`src/rtl/arrange_seq_if.sv`:
```
// Data-memory read port and arrange-stage control bundle driven by arrange_seq.
interface arrange_seq_if #(
  parameter int DM_ADDR = 8
);
  logic               dm_csb;
  logic               dm_oeb;
  logic [DM_ADDR-1:0] dm_addr;
  logic               arr_data_valid;
  logic [1:0]         arr_mode;
  logic [3:0]         arr_position;
  logic               arr_done;

  // Sequencer side: drives the memory read port and the arrange controls.
  modport master (
    output dm_csb, dm_oeb, dm_addr, arr_data_valid, arr_mode, arr_position,
    input  arr_done
  );

  // Memory / arrange side.
  modport slave (
    input  dm_csb, dm_oeb, dm_addr, arr_data_valid, arr_mode, arr_position,
    output arr_done
  );
endinterface

```
`src/rtl/arrange_seq.sv`:
```
// Sequencer for the arrange (sample re-ordering) stage: per frame position it
// reads one data-memory row, strobes arrange's data_valid, waits for done and
// steps position/address, with a timeout watchdog on each wait.
module arrange_seq #(
  parameter int DM_ADDR = 8,
  parameter int DM_LAT  = 1,
  parameter int TO_CYC  = 32
) (
  input  logic               clk,
  input  logic               rst_n,
  input  logic               start,
  input  logic               abort,
  input  logic [1:0]         cfg_mode,
  input  logic [4:0]         cfg_npos,
  input  logic [DM_ADDR-1:0] cfg_base,
  arrange_seq_if.master      bus,
  output logic               busy,
  output logic               frame_done,
  output logic               err_timeout
);

  // Latency counter runs 0..DM_LAT-1; the wait timer runs 1..TO_CYC-1.
  localparam int LW = (DM_LAT > 1) ? $clog2(DM_LAT) : 1;
  localparam int TW = $clog2(TO_CYC);
  localparam logic [LW-1:0] LAT_LAST = LW'(DM_LAT - 1);
  localparam logic [TW-1:0] TMO_LAST = TW'(TO_CYC - 1);

  typedef enum logic [2:0] {
    S_IDLE, S_RD, S_LAT, S_VALID, S_WAIT, S_ADV, S_SETTLE, S_FIN
  } state_t;

  state_t        state, next_state;
  logic [LW-1:0] lat_cnt;
  logic [TW-1:0] tmo_cnt;
  logic [3:0]    last_pos;
  logic          start_ok;
  logic          tmo_fire;
  logic          csb_d, oeb_d, dv_d, fin_d, busy_d;

  // abort outranks a same-cycle start; the timer expiring loses to a same-cycle done.
  assign start_ok = (state == S_IDLE) && start && !abort;
  assign tmo_fire = (state == S_WAIT) && !bus.arr_done && (tmo_cnt == TMO_LAST) && !abort;

  // State register.
  always_ff @(posedge clk or negedge rst_n) begin
    // NOTE: registers use non-blocking assignments so every flop samples pre-edge values.
    if (!rst_n) state <= S_IDLE;
    else        state <= next_state;
  end

  // Next-state decode; abort forces IDLE from anywhere.
  always_comb begin
    // NOTE: default first so every path assigns next_state and no latch is inferred.
    next_state = state;
    if (abort) begin
      next_state = S_IDLE;
    end else begin
      case (state)
        S_IDLE:   if (start) next_state = S_RD;
        S_RD:     next_state = S_LAT;
        S_LAT:    if (lat_cnt == LAT_LAST) next_state = S_VALID;
        S_VALID:  next_state = S_WAIT;
        S_WAIT: begin
          if (bus.arr_done)
            next_state = (bus.arr_position == last_pos) ? S_FIN : S_ADV;
          else if (tmo_cnt == TMO_LAST)
            next_state = S_IDLE;
        end
        S_ADV:    next_state = S_SETTLE;
        S_SETTLE: next_state = S_RD;
        S_FIN:    next_state = S_IDLE;
        default:  next_state = S_IDLE;
      endcase
    end
  end

  // Output decode from the upcoming state, so the registered outputs line up with it.
  always_comb begin
    csb_d  = (next_state != S_RD);
    oeb_d  = !((next_state == S_RD) || (next_state == S_LAT));
    dv_d   = (next_state == S_VALID);
    fin_d  = (next_state == S_FIN);
    busy_d = (next_state != S_IDLE);
  end

  // Registered strobes, memory controls and status flags.
  always_ff @(posedge clk or negedge rst_n) begin
    if (!rst_n) begin
      bus.dm_csb         <= 1'b1;
      bus.dm_oeb         <= 1'b1;
      bus.arr_data_valid <= 1'b0;
      frame_done         <= 1'b0;
      busy               <= 1'b0;
      err_timeout        <= 1'b0;
    end else begin
      bus.dm_csb         <= csb_d;
      bus.dm_oeb         <= oeb_d;
      bus.arr_data_valid <= dv_d;
      frame_done         <= fin_d;
      busy               <= busy_d;
      if (start_ok)      err_timeout <= 1'b0;
      else if (tmo_fire) err_timeout <= 1'b1;
    end
  end

  // Frame configuration, position and row address; these only move on an
  // accepted start or on entry to ADV, so they are stable through LAT/VALID/WAIT.
  always_ff @(posedge clk or negedge rst_n) begin
    if (!rst_n) begin
      bus.arr_mode     <= 2'd0;
      bus.arr_position <= 4'd0;
      bus.dm_addr      <= '0;
      last_pos         <= 4'd0;
    end else if (start_ok) begin
      bus.arr_mode     <= cfg_mode;
      bus.arr_position <= 4'd0;
      bus.dm_addr      <= cfg_base;
      // 0 and 16 both truncate to 0 and wrap to 15; anything above 16 is clamped to 16.
      last_pos         <= (cfg_npos > 5'd16) ? 4'd15 : cfg_npos[3:0] - 4'd1;
    end else if (next_state == S_ADV) begin
      bus.arr_position <= bus.arr_position + 4'd1;
      bus.dm_addr      <= bus.dm_addr + DM_ADDR'(1);
    end
  end

  // Memory-latency counter and arr_done watchdog (counts cycles since data_valid).
  always_ff @(posedge clk or negedge rst_n) begin
    if (!rst_n) begin
      lat_cnt <= '0;
      tmo_cnt <= '0;
    end else begin
      if (state == S_LAT) lat_cnt <= lat_cnt + LW'(1);
      else                lat_cnt <= '0;
      if (state == S_WAIT) tmo_cnt <= tmo_cnt + TW'(1);
      else                 tmo_cnt <= TW'(1);
    end
  end

endmodule

```
`src/flat_wrapper.sv`:
```
// flat-port wrapper written by rule: the top's interface ports become plain ports
module arrange_seq_flat 
#(
  parameter int DM_ADDR = 8,
  parameter int DM_LAT  = 1,
  parameter int TO_CYC  = 32
)
  (clk, rst_n, start, abort, cfg_mode, cfg_npos, cfg_base, busy, frame_done, err_timeout, bus_dm_csb, bus_dm_oeb, bus_dm_addr, bus_arr_data_valid, bus_arr_mode, bus_arr_position, bus_arr_done);
  arrange_seq_if #(.DM_ADDR(DM_ADDR)) bus_i ();
  input  logic clk;
  input  logic rst_n;
  input  logic start;
  input  logic abort;
  input  logic [1:0] cfg_mode;
  input  logic [4:0] cfg_npos;
  input  logic [DM_ADDR-1:0] cfg_base;
  output logic busy;
  output logic frame_done;
  output logic err_timeout;
  output wire logic [$bits(bus_i.dm_csb)-1:0] bus_dm_csb;
  output wire logic [$bits(bus_i.dm_oeb)-1:0] bus_dm_oeb;
  output wire logic [$bits(bus_i.dm_addr)-1:0] bus_dm_addr;
  output wire logic [$bits(bus_i.arr_data_valid)-1:0] bus_arr_data_valid;
  output wire logic [$bits(bus_i.arr_mode)-1:0] bus_arr_mode;
  output wire logic [$bits(bus_i.arr_position)-1:0] bus_arr_position;
  input wire logic [$bits(bus_i.arr_done)-1:0] bus_arr_done;
  assign bus_dm_csb = bus_i.dm_csb;
  assign bus_dm_oeb = bus_i.dm_oeb;
  assign bus_dm_addr = bus_i.dm_addr;
  assign bus_arr_data_valid = bus_i.arr_data_valid;
  assign bus_arr_mode = bus_i.arr_mode;
  assign bus_arr_position = bus_i.arr_position;
  assign bus_i.arr_done = bus_arr_done;
  arrange_seq #(.DM_ADDR(DM_ADDR), .DM_LAT(DM_LAT), .TO_CYC(TO_CYC)) u_core (.clk(clk), .rst_n(rst_n), .start(start), .abort(abort), .cfg_mode(cfg_mode), .cfg_npos(cfg_npos), .cfg_base(cfg_base), .bus(bus_i), .busy(busy), .frame_done(frame_done), .err_timeout(err_timeout));
endmodule
```
`config.mk`:
```
export PLATFORM = sky130hd
export DESIGN_NAME = arrange_seq_flat
export DESIGN_NICKNAME = d
export VERILOG_FILES = /design/src/rtl/arrange_seq_if.sv /design/src/rtl/arrange_seq.sv /design/src/flat_wrapper.sv
export SDC_FILE = /design/constraint.sdc
export NUM_CORES = 1
export LEC_CHECK = 0
export CAP_MARGIN = 20
export CORE_MARGIN = 2
export CORE_UTILIZATION = 45
export DETAILED_ROUTE_END_ITERATION = 10
export DONT_BUFFER_PORTS = 1
export PLACE_DENSITY = 0.62
export REMOVE_ABC_BUFFERS = 1
export SYNTH_ARGS = -nofsm -noshare
export SYNTH_HDL_FRONTEND = slang
export SYNTH_SLANG_ARGS = --single-unit
```
`constraint.sdc`:
```
create_clock -name clk -period 3.18 [get_ports clk]
set_clock_uncertainty 0.05 [all_clocks]
set_input_delay 0.318 -clock clk [delete_from_list [all_inputs] [get_ports clk]]
set_output_delay 0.318 -clock clk [all_outputs]
set_load 0.01 [all_outputs]
```
=== Yosys cells after proc, flatten, opt, wreduce, memory -nomap -nowiden ===
Index checks and enable logic that the tools add are counted.

* Bits in registers: 33
* Input port bits: 20
* Output and inout bits: 20
* Word-level logic and storage cells: 63

* Add/sub/neg operators: 5
* $lt $le $gt $ge: 1
* Equal/unequal tests: 15
* Muxes and demuxes: 16
* Reduce and logical (&&, ||, !) cells: 13

{| class="wikitable"
|+ Operators with widths
! kind !! count
|-
| $pmux 3 s8 || 1
|-
| $eq 3x3->1 const B || 6
|-
| $mux 8 || 2
|-
| $mux 3 || 5
|-
| $eq 3x2->1 const B || 4
|-
| $mux 4 || 3
|-
| $add 8x1->8 const B || 1
|-
| $eq 3x1->1 const B || 2
|-
| $add 5x1->5 const B || 1
|-
| $eq 5x5->1 const B || 1
|-
| $gt 5x5->1 const B || 1
|-
| $logic_and 1x1->1 || 5
|-
| $mux 5 || 1
|-
| $add 4x1->4 const B || 1
|-
| $eq 4x4->1 || 1
|-
| $reduce_bool 2->1 || 2
|-
| $sub 4x1->4 const B || 1
|-
| $logic_not 1->1 || 3
|-
| $logic_not 3->1 || 1
|-
| $mux 1 || 3
|-
| $ne 3x1->1 const B || 1
|-
| $reduce_bool 3->1 || 1
|-
| $mux 2 || 1
|-
| $add 1x1->1 const B || 1
|-
| $logic_or 1x1->1 || 1
|}

=== Logic depth before layout (Yosys ltp) ===
* Depth in word-level cells: 8
* Gate-level depth with buffers: 10
* Depth with buffers taken out: 9

=== Worst setup path after synthesis ===
OpenSTA, ideal clock, no wires.

* Path type: register -> register
* Start: register u_core.tmo_cnt[0]
* End: register u_core.bus.dm_addr[4]
* Library setup time: 0.125 ns
* Arrival time: 2.097 ns
* Required time: 3.005 ns
* Slack: 0.909 ns
* Cell stages (with the launch flop): 10
* Path buffers: 0
* Period minus slack after synthesis: 2.271 ns
* Cells stage by stage: dfrtp_1 ha_1 and3_1 ha_1 nor3b_1 o31a_4 a21oi_4 nand4_1 xnor2_1 mux2_2

* Longest elaborated chain between the ends: 7

{| class="wikitable"
|+ RTL lines
! element !! line !! text
|-
| from (decl) || arrange_seq.sv:34 || <nowiki>logic [TW-1:0] tmo_cnt;</nowiki>
|-
| from (signal assigned) || arrange_seq.sv:134 || <nowiki>if (state == S_WAIT) tmo_cnt <= tmo_cnt + TW'(1);</nowiki>
|-
| $eq 5x5->1 || arrange_seq.sv:66 || <nowiki>else if (tmo_cnt == TMO_LAST)</nowiki>
|-
| $mux 3 || arrange_seq.sv:66 ||
|-
| $mux 3 || arrange_seq.sv:64 || <nowiki>if (bus.arr_done)</nowiki>
|-
| $pmux 3 s8 || arrange_seq.sv:58 || <nowiki>case (state)</nowiki>
|-
| $mux 3 || arrange_seq.sv:55 || <nowiki>if (abort) begin</nowiki>
|-
| $eq 3x3->1 || arrange_seq.sv:120 || <nowiki>end else if (next_state == S_ADV) begin</nowiki>
|-
| $reduce_bool 2->1 (no line) || - ||
|-
| to (signal assigned) || arrange_seq.sv:117 || <nowiki>bus.dm_addr <= cfg_base;</nowiki>
|-
| to (signal assigned) || arrange_seq.sv:122 || <nowiki>bus.dm_addr <= bus.dm_addr + DM_ADDR'(1);</nowiki>
|-
| to (decl) || arrange_seq_if.sv:15 || <nowiki>output dm_csb, dm_oeb, dm_addr, arr_data_valid, arr_mode, arr_position,</nowiki>
|}

No other way between the ends.
A chain may end at the register's enable or synchronous reset.

=== Worst setup path in the final report ===
* Start: register u_core.tmo_cnt[0]
* End: register u_core.bus.dm_addr[6]

The elaborated chain is that of the path after synthesis.

==> impl_metrics.csv <==
group,metric,value,unit
cts,h_tree_level_count,2,
floorplanning,core-area,3420,µm²
global_routing,groute.layer.met1.usage,21.6,%
timing,slew_viol_final,0,
floorplanning,row_count,21,
critical_path,setup.worst_path.start_class,"flop",
synthesis,top_cells_by_area_synth,"dfrtp_1 (48%), xor2_1 (4.3%), nand2_1 (4.1%)",
cts,cts_root_buffer,"clkbuf_4",
critical_path,max_fanout_on_critical_path,10,
detailed_routing,finalWirelength,3290,µm
cts,postCtsSetupBuffers,0,
synthesis,synthesis.instances,162,
synthesis,synth_cell_type_count,38,
synthesis,synth_top_area_cell,"dfrtp_1",
global_routing,grt_first_pass_wirelength,5600,µm
cts,clock_sink_count,33,
final_layout,antenna-diode-count,0,
synthesis,post_synth_design_cell_area,1630,µm²
synthesis,ys_ff_latch,33,
cts,insertion_delay,350,ps
timing,finalCritPeriodShare,79.9,%
final_layout,area_delta_synth_final,10.5,%
timing,post-route-min-period,2540,ps
synthesis,synth_enable_flop_cells,0,
cts,cts_resized,0,
detailed_routing,drc,0,
cts,cts_made_buffers,5,
floorplanning,chipWidth,64.2,µm
detailed_routing,initialDrtViolationCount,59,
detailed_routing,drt.antenna.violating_nets,0,
detailed_routing,detail_route.vias_per_cell,5.51,
timing,worstMarginPinSlew,389,ps
detailed_routing,post_drt_wl_per_cell,15.2,µm
cts,cts_tree,"built",
timing,rsz0062_at_grt,"no",
global_routing,grt_overflow_total,0,
floorplanning,floorplan.die_area,4130,µm²
synthesis,synth.avg_cell_area,10.1,µm²
synthesis,synth_common_cells,"dfrtp_1 (31), nand2_1 (18), nor2_1 (16)",
timing,setup_violations,0,
place,gpl.final_weighted_congestion,0.808,
global_routing,global_route.usage.met2,28.6,%
timing,worst_slew_margin_rel,74.1,%
final_layout,final_layout_size_suffix_gt1_share,11.8,%
pwr,power.density_cell_area,654,nW/µm²
global_routing,grt_usage,18.0,%
pwr,p_leak,0.000824,µW
timing,timing.final.hold_violations,0,
timing,max_clock_freq,394,MHz
synthesis,synthArstFlopShare,100,%
synthesis,area_share_of_the_largest_cell_type_after_synthesis,47.5,%
global_routing,antenna_found_initial,0,
global_routing,grt_most_used_layer,"met2",
hold_path,worst_hold_path_type,"in -> reg",
global_routing,grtUsageMet3,5.46,%
critical_path,cp_data_arrival_time,2730,ps
synthesis,synth_most_common_cell,"dfrtp_1",
run_status,outcome,"finished, final reports clean",
synthesis,yosysSeqAreaShare,50.7,%
cts,postCtsHoldBufs,3,
detailed_routing,detailroute.via_count,1190,
synthesis,ys.flop_type,"dfrtp_1",
final_layout,finalNetCount,194,
cts,cts-root-to-sink-buffers,2,
global_routing,grt_max_degree,34,
critical_path,timing.setup.critical_path_class,"reg -> reg",
synthesis,yosys_warnings,0,
global_routing,grt_pass1_vias,1248,
floorplanning,io-pin-count,40,
run,cap_violations,0,
final_layout,fillCellCount,321,
floorplanning,die_h,64.2,µm
place,dp_hpwl,2330,µm
floorplanning,initial_utilization,47.8,%
timing,setup-tns-final,0,ps
critical_path,endpoint_kind,"flop",
critical_path,worstPathRequired,3370,ps
timing,fin_hold_ws,30.3,ps
detailed_routing,first_pass_iters,4,
pwr,max-vdd-ir-drop,0.339,mV
cts,cts.clk_slew.worst_paths,100,ps
place,placement.io_buffers,0,
[per-stage QoR]
stage	instances	instance area [µm²]	worst slack [ps]	util [%]	power, µW
floorplan	156	1600	821	-	780
global placement	205	1680	692	49.2	837
global route	216	1800	482	52.8	1260
CTS	216	1800	623	52.8	1190
finish	216	1800	640	52.8	1180
detailed placement	205	1680	653	49.2	849
[registers in the layout (all words and copies together), names as in the netlist]
signal                     cells
u_core.tmo_cnt                 5
u_core.last_pos                4
u_core.bus.arr_data_valid      1
u_core.bus.dm_oeb              1
u_core.frame_done              1
u_core.bus.arr_position        4
u_core.bus.dm_addr             8
u_core.err_timeout             1
u_core.busy                    1
u_core.bus.arr_mode            2
u_core.state                   3
u_core.bus.dm_csb              1
u_core.lat_cnt                 1
[path summary, 6_finish.rpt]
path	cells past startpoint	slack [ps]	startpoint	endpoint
worst max-delay path	9	640	u_core.tmo_cnt[0]	u_core.bus.dm_addr[6]
worst min-delay path	2	30	cfg_mode[1]	u_core.bus.arr_mode[1]
worst max register to register	9	640	u_core.tmo_cnt[0]	u_core.bus.dm_addr[6]
worst min register to register	1	420	u_core.tmo_cnt[0]	u_core.tmo_cnt[0]
max in group asynchronous	2	2490	rst_n	u_core.bus.dm_csb
min in group asynchronous	2	350	rst_n	u_core.err_timeout
[area by class of cell]
class	count	area (µm²)	area share, %
Timing Repair Buffer	6	62.6	3.47
Inverter	7	26.3	1.46
Multi-Input combinational cell	116	744	41.3
Sequential cell	33	828	45.9
Clock buffer	7	55.1	3.05
Clock inverter	1	30.0	1.66
Tap cell	46	57.6	3.19
[placed cells by master (no fill, tap or decap), types with 2 or more instances in the layout]
cell	instances
nor3_1	7
buf_4	3
xnor2_1	5
dfstp_2	2
dfrtp_1	31
a21oi_1	9
o21ai_0	8
nand3_1	7
and3_1	6
ha_1	5
inv_1	7
nor3b_1	2
and2_1	5
dlygate4sd3_1	2
xor2_1	8
clkbuf_4	5
nand2_1	18
nor2_1	16
[cells by family after synthesis]
group                    Yosys count  synth area share [%]
AO/OA/AOI/OAI                     29                  12.8
XOR/XNOR                          13                  6.97
adder cells (fa/ha/maj)            5                  3.83
buffers and inverters             13                  3.68
flip-flops                        33                  50.7
multiplexers                       2                  1.30
AND/OR/NAND/NOR                   67                  20.7
[critical path: stages, from the launching register on]
cell	delay, ps
dfrtp_1	410
ha_1	220
and3_1	190
ha_1	180
nor3b_1	150
o31a_4	380
a21oi_4	190
and2_1	370
a41oi_1	160
o21a_1	130
[per-layer routing]
layer	vias to the layer above	share of wire, %	wire (µm)
met5	-	0	0
met4	0	2.3	76
met3	8	6.6	217
met2	37	48	1580
met1	575	43	1420
li1	570	-	-
[where the power goes]
group / switching [µW] / internal (µW)
clock: 142 / 188
sequential: 121 / 512
combinational: 116 / 102
total: 379 / 802
No activity file was read; power rests on OpenSTA's default activity.
==> patch 1 (same settings) <==
Encoding of `state_t`: now one-hot (8 bits for 8 states).
--- a/src/rtl/arrange_seq.sv
+++ b/src/rtl/arrange_seq.sv
@@ -27,4 +27,4 @@
 
-  typedef enum logic [2:0] {
-    S_IDLE, S_RD, S_LAT, S_VALID, S_WAIT, S_ADV, S_SETTLE, S_FIN
+  typedef enum logic [7:0] {
+    S_IDLE = 8'b00000001, S_RD = 8'b00000010, S_LAT = 8'b00000100, S_VALID = 8'b00001000, S_WAIT = 8'b00010000, S_ADV = 8'b00100000, S_SETTLE = 8'b01000000, S_FIN = 8'b10000000
   } state_t;
Check against the original RTL: no difference found for any inputs over 10 cycles, from zero or initial values and one cycle with rst_n low; not proved beyond that.
==> patch 1 against the unedited design <==
Area after synthesis increased by 19%; worst hold slack improved by 9.2 ps; core utilization decreased by 1.4 points; critical path depth decreased by 4; non-clock buffer count decreased by 3; combinational power increased by 10%; sequential cell count increased by 5; sequential share of layout area decreased by 0.44 points; cell area increased by 16%; die area increased by 18%; worst setup slack improved by 400 ps; routed wire length increased by 20%; total power increased by 7.0%; synthesized cell count increased by 20%; critical path type unchanged; critical endpoint is now u_core.bus.dm_addr[7]; largest cell class unchanged.
==> patch 1: results <==
[routing]
dr_total_vias = 1433
drt_pass1_iterations = 4
post_drt_via_cell_ratio = 5.80
wirelength_um = 3940
drtIter0Drc = 152

[sta]
drv_slew = 0
max-slew-margin-rel_pct = 45.8

[global_routing]
grt_pass1_wl_um = 7060
grt_max_degree = 39
grtUsageTotal_pct = 18.1
grt_pass1_vias = 1509

[clock_tree]
hold_buffers = 2
root_buffer = clkbuf_8
clock_latency_ps = 290
path_clk_slew_ps = 80

[pwr]
power_leakage_nw = 0.904
max-vdd-ir-drop_mv = 0.410

[logic_synthesis]
ys_types = 46
seq_area_frac_synth_pct = 49.0
synth_common_cells = dfrtp_1 (35), nand2_1 (20), nor2_1 (20)
synthTopCellsByArea = dfrtp_1 (45%), dfstp_2 (4.0%), xnor2_1 (4.0%), nand2_1 (3.9%), nor2_1 (3.9%)
synthCells = 194

[place]
dp_slack_ps = 1030
dp_cells = 237
hpwlAfterDp_um = 2850
gp_congestion = 0.848

[cells_and_area]
nFillCells = 379
layout-drive-gt1-share_pct = 12.2
final_nets = 221
largestRegisters = u_core.bus.dm_addr: 8 flops, u_core.state: 8 flops, u_core.tmo_cnt: 5 flops

[worst_setup_path]
crit_fanout = 7
cp.arrival_ps = 2320

[hold_path]
hold_class = in2reg

[outcome]
status = finished, final reports clean
patch 1: cell count changes after synthesis, moves of 3 or more:
cell      delta
nor2_1       +4
a31oi_1      +3
and3_1       -5
xnor2_1      +4
a211oi_1     +3
dfrtp_1      +4
patch 1: layout make-up:
cell class | instances | area [um^2] | area share [%]
inverter | 6 | 22.5 | 1.07
multi-input combinational | 142 | 927 | 44.2
clock inverter | 2 | 12.5 | 0.596
timing repair buffer | 3 | 37.5 | 1.79
tap | 50 | 62.6 | 2.98
clock buffer | 6 | 82.6 | 3.93
sequential | 38 | 955 | 45.5
patch 1: per-stage QoR:
stage               instance area, um^2  power (W)
finish                             2100    0.00126
global route                       2100    0.00135
CTS                                2100    0.00128
detailed placement                 1970   0.000916
global placement                   1970   0.000901
floorplan                          1900   0.000851
patch 1: power by group:
group	total, W	internal, W	switching (W)
Combinational	0.000240	0.000110	0.000130
Sequential	0.000678	0.000564	0.000114
Clock	0.000345	0.000174	0.000171
patch 1: cells by family (layout without fill, tap and decap cells):
logic type               count (synthesis)  in the layout  share of synthesized area (%)
buffers and inverters                   14             17                           3.40
AO/OA/AOI/OAI                           34             34                           11.2
XOR/XNOR                                17             17                           7.64
adder cells (fa/ha/maj)                  5              5                           3.21
multiplexers                             3              3                           1.61
AND/OR/NAND/NOR                         83             83                           23.9
flip-flops                              38             38                           49.0
patch 1: worst paths after layout:
path / from / slack [ps] / depth (start not counted) / end
worst max register to register: u_core.bus.arr_position[2] / 1040 / 5 / u_core.bus.dm_addr[7]
worst min register to register: u_core.lat_cnt / 420 / 1 / u_core.lat_cnt
min in group asynchronous: rst_n / 430 / 2 / u_core.busy
max in group asynchronous: rst_n / 2390 / 2 / u_core.bus.dm_csb
worst min-delay path: abort / 40 / 1 / u_core.state[7]
worst max-delay path: u_core.bus.arr_position[2] / 1040 / 5 / u_core.bus.dm_addr[7]
patch 1: worst max-delay path, cell delays in order, from the launching register on:
cell and delay [ps]:
dfrtp_1 480, xor2_1 180, nor4_2 690, a211oi_1 290
a211o_1 320, nand3_1 70
patch 1: routing by layer:
layer / up-vias / track usage [%] / wire, um
met1: 704 / 21.3 / 1620
met5: - / 0 / 0
li1: 684 / - / -
met2: 40 / 30.6 / 1990
met4: 0 / 5.34 / 29
met3: 5 / 6.98 / 296
==> patch 2 (same settings) <==
Without the edit above. `TO_CYC` is set to 32 in 2 places; all go to 64.
--- a/src/rtl/arrange_seq.sv
+++ b/src/rtl/arrange_seq.sv
@@ -6,3 +6,3 @@
   parameter int DM_LAT  = 1,
-  parameter int TO_CYC  = 32
+  parameter int TO_CYC  = 64
 ) (
--- a/src/flat_wrapper.sv
+++ b/src/flat_wrapper.sv
@@ -5,3 +5,3 @@
   parameter int DM_LAT  = 1,
-  parameter int TO_CYC  = 32
+  parameter int TO_CYC  = 64
 )
Formal check against the unedited RTL: no difference found for any inputs over 10 cycles, from zero or initial values and one cycle with rst_n low; that may be too few to reach the edited logic, so the function may still have changed.
==> patch 2 against the unedited design <==
Fmax rose by 34%; routed wire length fell by 3.6%; area after synthesis rose by 2.6%; total power fell by 7.0%; cell area rose by 1.9%; worst setup slack improved by 650 ps; die area rose by 2.4%; sequential cell count rose by 1; critical path type unchanged.
==> patch 2: results <==
[outcome]
status = finished, final reports clean

[pwr]
max-vdd-ir-drop_mv = 0.312
powerClk_w = 0.000387
power_leakage_nw = 0.807
p_seq_w = 0.000571
power_switching_w = 0.000309
comb_power_w = 0.000141

[worst_setup_path]
critPathKind = reg2reg
cp.arrival_ps = 2050
crit_end = u_core.bus.arr_position[3]
cpPeakStageDelay_ps = 460
crit_family = simple AND/OR/NAND/NOR gates
rrSetupSlack_ps = 1290
timing.rr.start = u_core.state[1]
timing.rr.end = u_core.bus.arr_position[3]
crit_fanout = 8
r2r_cells = 5

[logic_synthesis]
seq_area_frac_synth_pct = 50.9
synthTopCellsByArea = dfrtp_1 (48%), nand2_1 (6.3%), xnor2_1 (5.2%), nor2_1 (4.0%), xor2_1 (3.7%)
synth_common_cells = dfrtp_1 (32), nand2_1 (28), nor2_1 (18)
ys_types = 33
ys_ff_latch = 34
synth-async-reset-ratio_pct = 100
avgSynthCellArea_um2 = 9.97

[routing]
drtIter0Drc = 53
wirelength_um = 3170
post_drt_via_cell_ratio = 5.22

[hold_path]
worstHoldStart = abort
whs_path_depth = 1

[place]
hpwlAfterDp_um = 2280
post_dp_cell_area_um2 = 1700
dp_cells = 211
gp_congestion = 0.778

[cells_and_area]
sh_seq_area_pct = 46.4
clk_share_pct = 5.79
largestRegisters = u_core.bus.dm_addr: 8 flops, u_core.tmo_cnt: 6 flops
instances_no_fill = 221
post-route-cell-area_um2 = 1840
bufAreaShareNonClock_pct = 1.63
nNonClkBuffers = 2
nFillCells = 341
multi_input_cells = 123
final_nets = 196
layout-drive-gt1-share_pct = 9.83
inverters = 6
multi_input_area_um2 = 766

[sta]
fmax_mhz = 528
fin_hold_ws_ps = 64.0
max-slew-margin-rel_pct = 52.6

[global_routing]
grt_max_degree = 35
grtUsageTotal_pct = 17.2
grt_pass1_vias = 1150

[clock_tree]
root_buffer = clkbuf_8
clock_latency_ps = 280
==> patch 2: cell count changes in the layout (fill, tap and decap cells not counted), moves of 4 or more <==
cell / change
mux2i_1: +4
nand2_1: +10
and3_1: -5
clkbuf_8: +4
and2_1: -5
clkbuf_4: -5
xnor2_1: +5
==> patch 2: kinds of logic (layout without fill, tap and decap cells) <==
group	after synthesis	in the layout	share of synthesized area [%]
mux	5	5	2.99
xor+xnor	17	17	8.89
buf+inv	11	16	3.36
flops	34	34	50.9
simple gates	77	77	24.6
compound gates	20	20	6.27
fa+ha+maj	4	4	2.99
==> patch 2: layer usage <==
layer / track usage [%] / share of wire [%] / vias up
li1: - / - / 568
met1: 21.0 / 45 / 549
met2: 26.7 / 47 / 32
met3: 7.29 / 7.0 / 4
met4: 7.03 / 1.7 / 0
met5: 0 / 0 / -
==> patch 2: repair_timing <==
action	CTS	global route
hold endpoints to repair	34	0
hold buffers	2	0
setup buffers	0	0
